**config.mk**
```make
export PLATFORM = sky130hd
export DESIGN_NAME = stream_stage_mapper
export DESIGN_NICKNAME = d
export VERILOG_FILES = /design/src/rtl/stream_stage_mapper.sv
export SDC_FILE = /design/constraint.sdc
export NUM_CORES = 1
export LEC_CHECK = 0
export BUFFER_PORTS_ARGS = -buffer_cell sky130_fd_sc_hd__clkbuf_2
export CORE_MARGIN = 2
export CORE_UTILIZATION = 40
export DETAILED_ROUTE_END_ITERATION = 8
export GPL_TIMING_DRIVEN = 0
export SYNTH_ARGS = -nofsm -noshare
export SYNTH_HDL_FRONTEND = slang
export SYNTH_SLANG_ARGS = --single-unit
```
**constraint.sdc**
```tcl
create_clock -name clk -period 3.48 [get_ports clk]
set_input_delay 0.174 -clock clk [delete_from_list [all_inputs] [get_ports clk]]
set_output_delay 0.174 -clock clk [all_outputs]
set_load 0.005 [all_outputs]
```
**src/rtl/stream_stage_mapper.sv**
```systemverilog
// Ping-pong frame buffer that reorders a complex sample stream: passthrough, two-bit index
// swap, or full bit-reversal, selected per frame by the mode seen on its first beat.
module stream_stage_mapper #(
    parameter int unsigned data_width = 8,
    parameter int unsigned log2_n     = 5,
    parameter int unsigned swap_lo    = 0,
    parameter int unsigned swap_hi    = 2
) (
    input  logic                  clk,
    input  logic                  rst,
    input  logic [1:0]            mode,
    input  logic                  in_valid,
    output logic                  in_ready,
    input  logic [data_width-1:0] input_data_real,
    input  logic [data_width-1:0] input_data_imag,
    output logic                  out_valid,
    input  logic                  out_ready,
    output logic [data_width-1:0] output_data_real,
    output logic [data_width-1:0] output_data_imag,
    output logic                  out_last
);

    localparam int unsigned           Npts    = 1 << log2_n;
    localparam logic [log2_n-1:0]     LastIdx = {log2_n{1'b1}};

    logic [data_width-1:0] r_mem_re [2][Npts];
    logic [data_width-1:0] r_mem_im [2][Npts];

    logic [1:0]        r_full;
    logic [1:0]        r_mode [2];
    logic [log2_n-1:0] r_wr_cnt;
    logic [log2_n-1:0] r_rd_cnt;
    logic              r_wr_bank;
    logic              r_rd_bank;

    logic              w_in_fire;
    logic              w_out_fire;
    logic [log2_n-1:0] w_rd_addr;

    // Reserved mode 11 falls through to passthrough.
    function automatic logic [log2_n-1:0] f_permute(input logic [1:0]        m,
                                                    input logic [log2_n-1:0] k);
        logic [log2_n-1:0] r;
        r = k;
        case (m)
            2'b01: begin
                r[swap_lo] = k[swap_hi];
                r[swap_hi] = k[swap_lo];
            end
            2'b10: begin
                for (int unsigned i = 0; i < log2_n; i++) begin
                    r[i] = k[log2_n-1-i];
                end
            end
            default: r = k;
        endcase
        return r;
    endfunction

    assign in_ready   = ~r_full[r_wr_bank];
    assign out_valid  = r_full[r_rd_bank];
    assign w_in_fire  = in_valid & in_ready;
    assign w_out_fire = out_valid & out_ready;
    assign w_rd_addr  = f_permute(r_mode[r_rd_bank], r_rd_cnt);

    assign output_data_real = r_mem_re[r_rd_bank][w_rd_addr];
    assign output_data_imag = r_mem_im[r_rd_bank][w_rd_addr];
    assign out_last         = out_valid & (r_rd_cnt == LastIdx);

    always_ff @(posedge clk) begin
        if (w_in_fire) begin
            r_mem_re[r_wr_bank][r_wr_cnt] <= input_data_real;
            r_mem_im[r_wr_bank][r_wr_cnt] <= input_data_imag;
        end
    end

    // The write bank is never full and the read bank is always full while active, so the two
    // full-flag updates below always target different banks.
    always_ff @(posedge clk or posedge rst) begin
        if (rst) begin
            r_full    <= 2'b00;
            r_mode[0] <= 2'b00;
            r_mode[1] <= 2'b00;
            r_wr_cnt  <= '0;
            r_rd_cnt  <= '0;
            r_wr_bank <= 1'b0;
            r_rd_bank <= 1'b0;
        end else begin
            if (w_in_fire) begin
                if (r_wr_cnt == '0) begin
                    r_mode[r_wr_bank] <= mode;
                end
                if (r_wr_cnt == LastIdx) begin
                    r_full[r_wr_bank] <= 1'b1;
                    r_wr_cnt          <= '0;
                    r_wr_bank         <= ~r_wr_bank;
                end else begin
                    r_wr_cnt <= r_wr_cnt + 1'b1;
                end
            end
            if (w_out_fire) begin
                if (r_rd_cnt == LastIdx) begin
                    r_full[r_rd_bank] <= 1'b0;
                    r_rd_cnt          <= '0;
                    r_rd_bank         <= ~r_rd_bank;
                end else begin
                    r_rd_cnt <= r_rd_cnt + 1'b1;
                end
            end
        end
    end

endmodule

```
==> out/metrics.yaml <==
critical_path_required_ns: 3.31
min_period_ns: 4.58
dr.pass1.iters: 5
finalSetupViolCount: 16
finalHoldViolCount: 0
ios: 41
post-place-ws_ns: -2.80
fin_setup_tns_ns: -17.04
track_usage: 0.231
path_cells: "buf_12 > buf_12 > buf_16 > mux2i_4 > ha_4 > mux2i_4 > buf_6 > buf_4 > nand2_1 > nand3_1 > a21oi_1 > a221o_1 > a22oi_2 > clkbuf_2"
hp-class: "primary input to flip-flop"
clockRootBuffer: "clkbuf_16"
async_flop_share: 0.0173
combPwrFrac: 0.259
worstSetupEndpointType: "primary output"
power_density_nw_per_um2: 688
drt_drc_violations_left: 0
p_switching_mw: 10.4
place_inst: 3909
die_height_um: 325
viasPerCell: 5.92
clockBufferDepth: 3
leakage_nw: 16.2
synthSimpleGateAreaFrac: 0.0593
nNetsFinal: 2747
grt_use_met3: 0.0471
grt_first_pass_wirelength_um: 174000
critPathSlowestCell: "mux2i_4"
synth_top_family_by_area: "multiplexers"
synth_nets: 2471
yosysUniqueCellTypes: 60
relSlewSlack: 0.106
yosysWarnings: 0
synth-xor-area-share: 0.000639
cts_tree: "built"
synth_top_area_share: 0.748
gr-usage-met2: 0.361
synth.cell_area_um2: 41100
crit_path_start_kind: "flip-flop"
yosys_most_used_dff: "edfxtp_1"
routedWlPerCell_um: 30.0
diodes: 0
cts_sinks: 1042
yosysMostFrequentCell: "edfxtp_1"
fin_crit_sh: 1.32
initial_core_util: 0.404
die_x_um: 325
netlist_instances: 2440
violations: "negative setup slack"
routed_wl_um: 125000
antenna_found_initial: 2
synth_fa_ha_area_frac: 0.00274
core_area_um2: 102000
rsz0062_at_grt: "yes"
vias: 24700
clk_pin_slew_ns: 0.06
busiest_layer: "met2"
die_area_um2: 105000
crit_family: "buffers and inverters"
p_total_mw: 34.5
gp_congestion: 0.943
first_iter_violations: 3513
fin_ws_ns: -1.10
numPortBuffers: 40
grt_remaining_overflow: 0
crit_arrival_ns: 4.41
dpl_cell_area_um2: 44400
tightest_slew_ns: 1.34
finalMaxSlewViolations: 0
critical-path-max-stage-delay_ns: 0.58
rows: 117
p_seq_frac: 0.418
swShare: 0.303
synth_common_cells: "1024 x edfxtp_1, 236 x nand2_1, 173 x mux2i_1, 145 x nand3_1, 133 x nor2_1"
cts_htree_levels: 3
max_freq_ghz: 0.218
peakVddDrop_v: 0.000492
drive_above_1_share: 0.268
synth_top_area_cell: "edfxtp_1"
finalInstanceArea_um2: 50100
ant_nets: 0
synthMuxAreaShare: 0.0899
dp_hpwl_um: 82200
cts_buffers: 105
synthTopCellsByArea: "edfxtp_1 75%, mux2i_1 4.2%, mux4_2 3.5%, nand2_1 2.2%, nand3_1 1.8%"
seq_area_frac_synth: 0.759
p_int_mw: 24.0
clkPwrFrac: 0.323
clock_skew_ns: 0.0277
avgSynthCellArea_um2: 16.9
grt_start_max_net_pins: 65
grt_pass1_vias: 23800
crit_type: "flip-flop to primary output"
cap_violations: 0
insertion_delay_ns: 0.71
status: "finished, violations left"
ys_ff_latch: 1042
worstPathMaxFanout: 10
final_cells: 4171
synth_edf_count: 1024
synth_compound_area_frac: 0.0691
area_growth_pct: 21.9
path_buf_inv: 6
grt_util_met1: 0.313
[per-layer routing]
| layer | routed length (µm) | vias to the layer above |
|---|---|---|
| met5 | 14 | - |
| met3 | 12900 | 286 |
| li1 | - | 10300 |
| met2 | 57300 | 1521 |
| met4 | 6120 | 2 |
| met1 | 48800 | 12600 |
[metrics by stage]
| stage | utilization | hold slack [ns] |
|---|---|---|
| 2_1_floorplan | - | 0.113 |
| 3_3_place_gp | 0.422 | 0.293 |
| 3_5_place_dp | 0.436 | 0.314 |
| 4_1_cts | 0.484 | 0.0629 |
| 5_1_grt | 0.492 | 0.0528 |
| 6_report | 0.492 | 0.0440 |
[power groups by stage]
| stage | Sequential [mW] | Clock [mW] | Combinational (mW) |
|---|---|---|---|
| 5_1_grt | 14.4 | 11.7 | 9.26 |
| 6_report | 14.4 | 11.1 | 8.94 |
| 2_1_floorplan | 14.6 | 0 | 4.06 |
| 3_3_place_gp | 14.7 | 0 | 6.76 |
| 3_5_place_dp | 14.7 | 0 | 7.07 |
| 4_1_cts | 14.4 | 11.3 | 8.15 |
[sequential cells by signal, summed over array words and instances, names as in the netlist]
name / cells
r_full: 2
r_rd_bank: 1
r_wr_cnt: 5
r_mem_im: 512
r_mem_re: 512
r_rd_cnt: 5
r_wr_bank: 1
r_mode: 4
[final cells by class]
cell class                      instances  area (µm²)
Sequential cell                      1042       31200
Timing Repair Buffer                  170        2230
Clock buffer                          146        2810
Clock inverter                         48         577
Tap cell                             1368        1710
Fill cell                            8341       51700
Inverter                                6        22.5
Multi-Input combinational cell       1241       10300
Buffer                                150        1310
[repair_timing]
action	CTS	global route
setup endpoints to repair	48	171
hold buffers	6	5
hold endpoints to repair	48	78
gates cloned	2	2
setup buffers	31	16
resized for setup	288	130
pin swaps	49	35
[path summary, 6_finish.rpt]
path,startpoint,to,slack (ns),cells after the start
min reg2reg,r_mode[0],r_mode[0],0.57,1
max reg2reg,r_wr_bank,r_mem_im[0][101],0.09,7
max,r_rd_bank,output_data_real[1],-1.10,14
min in group asynchronous,rst,r_mode[2],0.13,3
max in group asynchronous,rst,r_rd_bank,2.83,3
min,input_data_imag[6],r_mem_im[1][118],0.04,1
[placed cells by master, fill, tap and decap left out, types with 11 or more instances in the layout]
master,count
a21o_1,30
a21oi_1,38
a221oi_1,38
a22oi_1,32
a22oi_2,12
a31oi_1,17
and3_1,19
buf_12,29
buf_16,26
buf_2,38
buf_4,73
buf_6,22
buf_8,46
clkbuf_1,53
clkbuf_16,106
clkbuf_2,37
clkbuf_4,21
clkinv_1,14
clkinv_2,15
dfrtp_1,17
dlygate4sd3_1,11
edfxtp_1,1024
mux2_2,44
mux2i_1,157
mux2i_4,12
mux4_2,64
nand2_1,234
nand3_1,134
nand3_2,11
nor2_1,66
nor2_2,56
nor2_4,14
o211ai_1,30
o21a_1,16
o21ai_0,13
o21ai_2,11
o221ai_1,12
o22ai_1,18
[cells by family (layout without fill, tap and decap cells)]
kind of cell	Yosys count	count (layout)
DFF	1042	1042
buffers and inverters	157	520
muxes	283	283
adders and majority gates	9	9
xor gates and xnor gates	3	3
AOI/OAI and AO/OA	382	382
and+or+nand+nor	564	564
[worst register-to-register path, cell delays in order (launching register included)]
cell and delay, ns:
dfrtp_1 0.32, clkbuf_1 0.37, mux2i_1 0.37, nand2_1 0.19, nor2_1 0.26, nand2_1 0.55
nor2_2 0.80, buf_16 0.23
No activity file was read; power rests on OpenSTA's default activity.
